`config.mk`:
```
export PLATFORM = sky130hd
export DESIGN_NAME = seg7_digit_mux
export DESIGN_NICKNAME = d
export VERILOG_FILES = /design/src/rtl/seg7_digit_mux.sv
export SDC_FILE = /design/constraint.sdc
export NUM_CORES = 1
export LEC_CHECK = 0
export CORE_MARGIN = 1.5
export CORE_UTILIZATION = 52
export CTS_BUF_LIST = sky130_fd_sc_hd__clkbuf_16
export DETAILED_ROUTE_END_ITERATION = 16
export GPL_ROUTABILITY_DRIVEN = 0
export GPL_TIMING_DRIVEN = 0
export PLACE_DENSITY = 0.87
export SLEW_MARGIN = 20
export SYNTH_ARGS = -nofsm -noshare
export SYNTH_HDL_FRONTEND = slang
export SYNTH_SLANG_ARGS = --single-unit
```
`constraint.sdc`:
```
create_clock -name i_Clk -period 2.5 [get_ports i_Clk]
set_input_delay 0.25 -clock i_Clk [delete_from_list [all_inputs] [get_ports i_Clk]]
set_output_delay 0.25 -clock i_Clk [all_outputs]
set_load 0.1 [all_outputs]
```
`src/rtl/seg7_digit_mux.sv`:
```
// Digit-data stage for a 4-digit multiplexed 7-segment display: double-buffered
// hex value, hex decode, leading-zero blanking, per-digit blink, registered cathodes.
module seg7_digit_mux #(
   parameter int unsigned BLINK_FRAMES   = 64,
   parameter bit          ACTIVE_LOW_SEG = 1'b1
) (
   input  logic        i_Clk,
   input  logic        i_Reset,
   input  logic [1:0]  i_Sel,
   input  logic [15:0] i_Data,
   input  logic [3:0]  i_Dp,
   input  logic        i_Load,
   output logic        o_Ready,
   input  logic        i_Blank_Lz,
   input  logic [3:0]  i_Blink,
   output logic [6:0]  o_Seg,
   output logic        o_Dp
);

   localparam int unsigned     CNT_W    = (BLINK_FRAMES > 1) ? $clog2(BLINK_FRAMES) : 1;
   localparam logic [CNT_W-1:0] CNT_LAST = CNT_W'(BLINK_FRAMES - 1);
   localparam logic [6:0]       SEG_OFF  = ACTIVE_LOW_SEG ? 7'h7F : 7'h00;
   localparam logic             DP_OFF   = ACTIVE_LOW_SEG ? 1'b1 : 1'b0;

   logic [15:0]      active_data, shadow_data;
   logic [3:0]       active_dp, shadow_dp;
   logic             pending;
   logic [1:0]       prev_sel;
   logic [CNT_W-1:0] blink_cnt;
   logic             blink_phase;

   logic             boundary;
   logic [3:0]       nib;
   logic             lz_dark, blink_dark;
   logic [6:0]       seg_raw;
   logic             dp_raw;

   function automatic logic [6:0] hex_to_seg(input logic [3:0] h);
      case (h)
         4'h0: hex_to_seg = 7'h3F;
         4'h1: hex_to_seg = 7'h06;
         4'h2: hex_to_seg = 7'h5B;
         4'h3: hex_to_seg = 7'h4F;
         4'h4: hex_to_seg = 7'h66;
         4'h5: hex_to_seg = 7'h6D;
         4'h6: hex_to_seg = 7'h7D;
         4'h7: hex_to_seg = 7'h07;
         4'h8: hex_to_seg = 7'h7F;
         4'h9: hex_to_seg = 7'h6F;
         4'hA: hex_to_seg = 7'h77;
         4'hB: hex_to_seg = 7'h7C;
         4'hC: hex_to_seg = 7'h39;
         4'hD: hex_to_seg = 7'h5E;
         4'hE: hex_to_seg = 7'h79;
         default: hex_to_seg = 7'h71;
      endcase
   endfunction

   assign boundary = (prev_sel == 2'd3) && (i_Sel == 2'd0);
   assign o_Ready  = !pending;

   // Swap and load are mutually exclusive: swap needs pending=1, load needs pending=0.
   always_ff @(posedge i_Clk) begin
      if (i_Reset) begin
         active_data <= '0;
         active_dp   <= '0;
         shadow_data <= '0;
         shadow_dp   <= '0;
         pending     <= 1'b0;
         prev_sel    <= '0;
         blink_cnt   <= '0;
         blink_phase <= 1'b0;
      end else begin
         prev_sel <= i_Sel;
         if (boundary && pending) begin
            active_data <= shadow_data;
            active_dp   <= shadow_dp;
            pending     <= 1'b0;
         end else if (i_Load && !pending) begin
            shadow_data <= i_Data;
            shadow_dp   <= i_Dp;
            pending     <= 1'b1;
         end
         if (boundary) begin
            if (blink_cnt == CNT_LAST) begin
               blink_cnt   <= '0;
               blink_phase <= !blink_phase;
            end else begin
               blink_cnt <= blink_cnt + 1'b1;
            end
         end
      end
   end

   always_comb begin
      nib     = '0;
      lz_dark = 1'b0;
      case (i_Sel)
         2'd0: nib = active_data[3:0];
         2'd1: begin
            nib     = active_data[7:4];
            lz_dark = (active_data[15:4] == '0);
         end
         2'd2: begin
            nib     = active_data[11:8];
            lz_dark = (active_data[15:8] == '0);
         end
         default: begin
            nib     = active_data[15:12];
            lz_dark = (active_data[15:12] == '0);
         end
      endcase
      lz_dark    = lz_dark && i_Blank_Lz;
      blink_dark = i_Blink[i_Sel] && blink_phase;
      seg_raw    = (lz_dark || blink_dark) ? 7'h00 : hex_to_seg(nib);
      dp_raw     = blink_dark ? 1'b0 : active_dp[i_Sel];
   end

   always_ff @(posedge i_Clk) begin
      if (i_Reset) begin
         o_Seg <= SEG_OFF;
         o_Dp  <= DP_OFF;
      end else begin
         o_Seg <= ACTIVE_LOW_SEG ? ~seg_raw : seg_raw;
         o_Dp  <= ACTIVE_LOW_SEG ? ~dp_raw : dp_raw;
      end
   end

endmodule
```
==> impl_metrics.csv, run 1 <==
group,metric,value,unit
timing,period_minus_slack,2.14,ns
power,ir_drop,0.475,mV
global_route,grt_pass1_vias,1963,
timing,tightest_slew,0.967,ns
timing,rsz0062_at_grt,"no",
synthesis,avgSynthCellArea,8.72,um2
global_route,grt_max_degree,11,
layout,drive_above_1_share,0.0734,
layout,final_cell_mix,"89 x nand2_1, 58 x dfxtp_1, 44 x a21oi_1",
timing,slew_viol_final,0,
placement,dp_hpwl,3460,um
clocking,clock_sinks,58,
power,power,2.29,mW
hold_path,min_delay_path_depth,2,
setup_path,worstSetupEndpointType,"output pin",
synthesis,yosysSeqAreaShare,0.482,
clocking,clk_pin_slew_worst_paths,0.05,ns
routing,route.met2.wl,2440,um
synthesis,synthFlopType,"dfxtp_1",
synthesis,ys_ff_latch,58,
timing,max_freq,467,MHz
routing,top_layer_used,"met4",
synthesis,synthArstFlopShare,0,
setup_path,cp_slowest_stage_delay,1.13,ns
clocking,cts_setup_buffers,0,
status,outcome,"complete, no violations",
setup_path,worstSetupPathDepth,2,
floorplanning,core_area,4410,um2
setup_path,required,2.25,ns
floorplanning,io_pins,39,
floorplanning,row_count,24,
layout,final_cells,379,
global_route,antenna_found_initial,0,
setup_path,cp_max_fo,5,
setup_path,worst-path-buf-inv,2,
layout,antenna_cells,0,
hold_path,hold_class,"in2reg",
run,cap_violations,0,
layout,fin_util,0.703,
synthesis,synth.distinct_cells,37,
synthesis,synth_edf_count,0,
floorplanning,fp.dieW,71.0,um
setup_path,worstSetupPathType,"reg2out",
clocking,cts-hold-fix-buffers,0,
timing,period_share,0.856,
setup_path,cp_top_family,"buffers and inverters",
routing,post_drt_wl_per_cell,13.2,um
setup_path,cp.arrival,1.89,ns
clocking,ctsResizeCount,0,
setup_path,reg2reg_depth,5,
routing,wl_met1,2110,um
routing,drtIter0Drc,95,
clocking,cts_tree,"done",
timing,worst_slack,0.360,ns
floorplanning,die_y,71.0,um
floorplanning,dieArea,5050,um2
routing,wl,4980,um
routing,vias,2055,
placement,place_area,2820,um2
global_route,grt_first_pass_wirelength,8510,um
layout,nets,359,
routing,route.detailed.drc,0,
power,leakagePower,1.16,nW
global_route,gr-total-overflow,0,
synthesis,yosysWarnings,0,
layout,mostFrequentLayoutCell,"nand2_1",
timing,setup_violations,0,
clocking,cts_buffer_depth,2,
routing,route.met3.wl,232,um
routing,dr.pass1.iters,6,
layout,fill_cells,332,
placement,pre_cts_ws,0.437,ns
timing,hold_violations,0,
clocking,cts_root_buffer,"clkbuf_16",
clocking,h-tree-depth,3,
layout,area_delta_synth_final,28.8,%
layout,finish.instance_area,3100,um2
routing,postRouteAntennaNets,0,
synthesis,syn_nets,313,
timing,fin_tns_setup,0,ns
placement,place_inst,363,
setup_path,crit_path_start_kind,"flop",
setup_path,path_cells,"inv_1 -> clkdlybuf4s50_1",
synthesis,syn_area,2410,um2
global_route,grtUsageTotal,0.218,
setup_path,worst_path_max_delay_cell,"clkdlybuf4s50_1",
timing,fin_skew,0.00578,ns
clocking,clkLatencyLatePin,0.32,ns
timing,whs,0.232,ns
floorplanning,start_util,0.545,
placement,portBuffers,35,
routing,viasPerCell,5.42,
power,powerDensity,738,nW/um2
clocking,numCtsBuffers,9,
synthesis,postSynthCellCount,276,
timing,slew_headroom,0.353,
-- where the power goes --
group	leakage [nW]	internal (mW)	switching [mW]	total, mW
sequential	0.473	0.955	0.0129	0.968
combinational	0.539	0.0782	0.116	0.194
clock	0.148	0.747	0.379	1.13
total	1.16	1.78	0.508	2.29
-- worst register-to-register path: cells and delay by family, from the launching register on --
family / cells / cell delay, ns
AO/OA/AOI/OAI: 1 / 0.19
adder cells (fa/ha/maj): 1 / 0.28
buffers and inverters: 1 / 0.20
flip-flops: 1 / 0.32
multiplexers: 2 / 0.91
-- routing by layer --
metal,up-vias,GRT usage
li1,1025,-
met1,946,0.255
met2,66,0.352
met3,18,0.0499
met4,0,0.155
met5,-,0
-- cells by family after synthesis --
family | Yosys count | synth area share
flops | 58 | 0.482
compound gates | 56 | 0.135
simple gates | 117 | 0.208
mux | 9 | 0.0738
buf+inv | 23 | 0.0426
fa+ha+maj | 7 | 0.0364
xor+xnor | 6 | 0.0218
-- worst paths after layout --
path             startpoint            to  slack, ns
min reg2reg    shadow_dp[3]  active_dp[3]       0.45
min                i_Sel[0]   prev_sel[0]       0.23
max                 pending       o_Ready       0.36
max reg2reg  active_data[4]      o_Seg[1]       0.52
-- sequential cells by signal, indices dropped and copies added, names as in the netlist --
name	cells
pending	1
o_Dp	1
active_data	16
prev_sel	2
shadow_data	16
shadow_dp	4
o_Seg	7
blink_cnt	6
blink_phase	1
active_dp	4
-- synth_stat cells, drive strengths merged (2+ instances only) --
cell type / number / share of area
ha: 7 / 0.036
a21oi: 44 / 0.091
mux2i: 2 / 0.0083
nand2: 89 / 0.14
nor3: 4 / 0.0083
xor2: 4 / 0.015
inv: 5 / 0.0078
and3: 2 / 0.0052
o221ai: 4 / 0.015
buf: 6 / 0.016
nor4: 2 / 0.0052
xnor2: 2 / 0.0073
mux4: 6 / 0.061
clkbuf: 12 / 0.019
nor2: 6 / 0.0094
nor2b: 4 / 0.010
dfxtp: 58 / 0.48
nand2b: 2 / 0.0052
a21o: 2 / 0.0062
-- area by class of cell --
class                      instances  area (um2)  area share
buffer                            18        83.8      0.0270
clock buffer                       9         225      0.0726
clock inverter                     7        53.8      0.0173
inverter                           5        18.8     0.00605
multi-input combinational        195        1140       0.369
sequential                        58        1160       0.374
tap                               52        65.1      0.0210
timing repair buffer              35         350       0.113
No activity file was read; power rests on OpenSTA's default activity.
==> inputs of run 2 (changes only) <==
CTS_CLUSTER_DIAMETER = 200   (was not set)
SKIP_LAST_GASP = 1   (was not set)
==> results of run 2 <==
The final DEF is identical to that of run 1; final timing and power are the same.
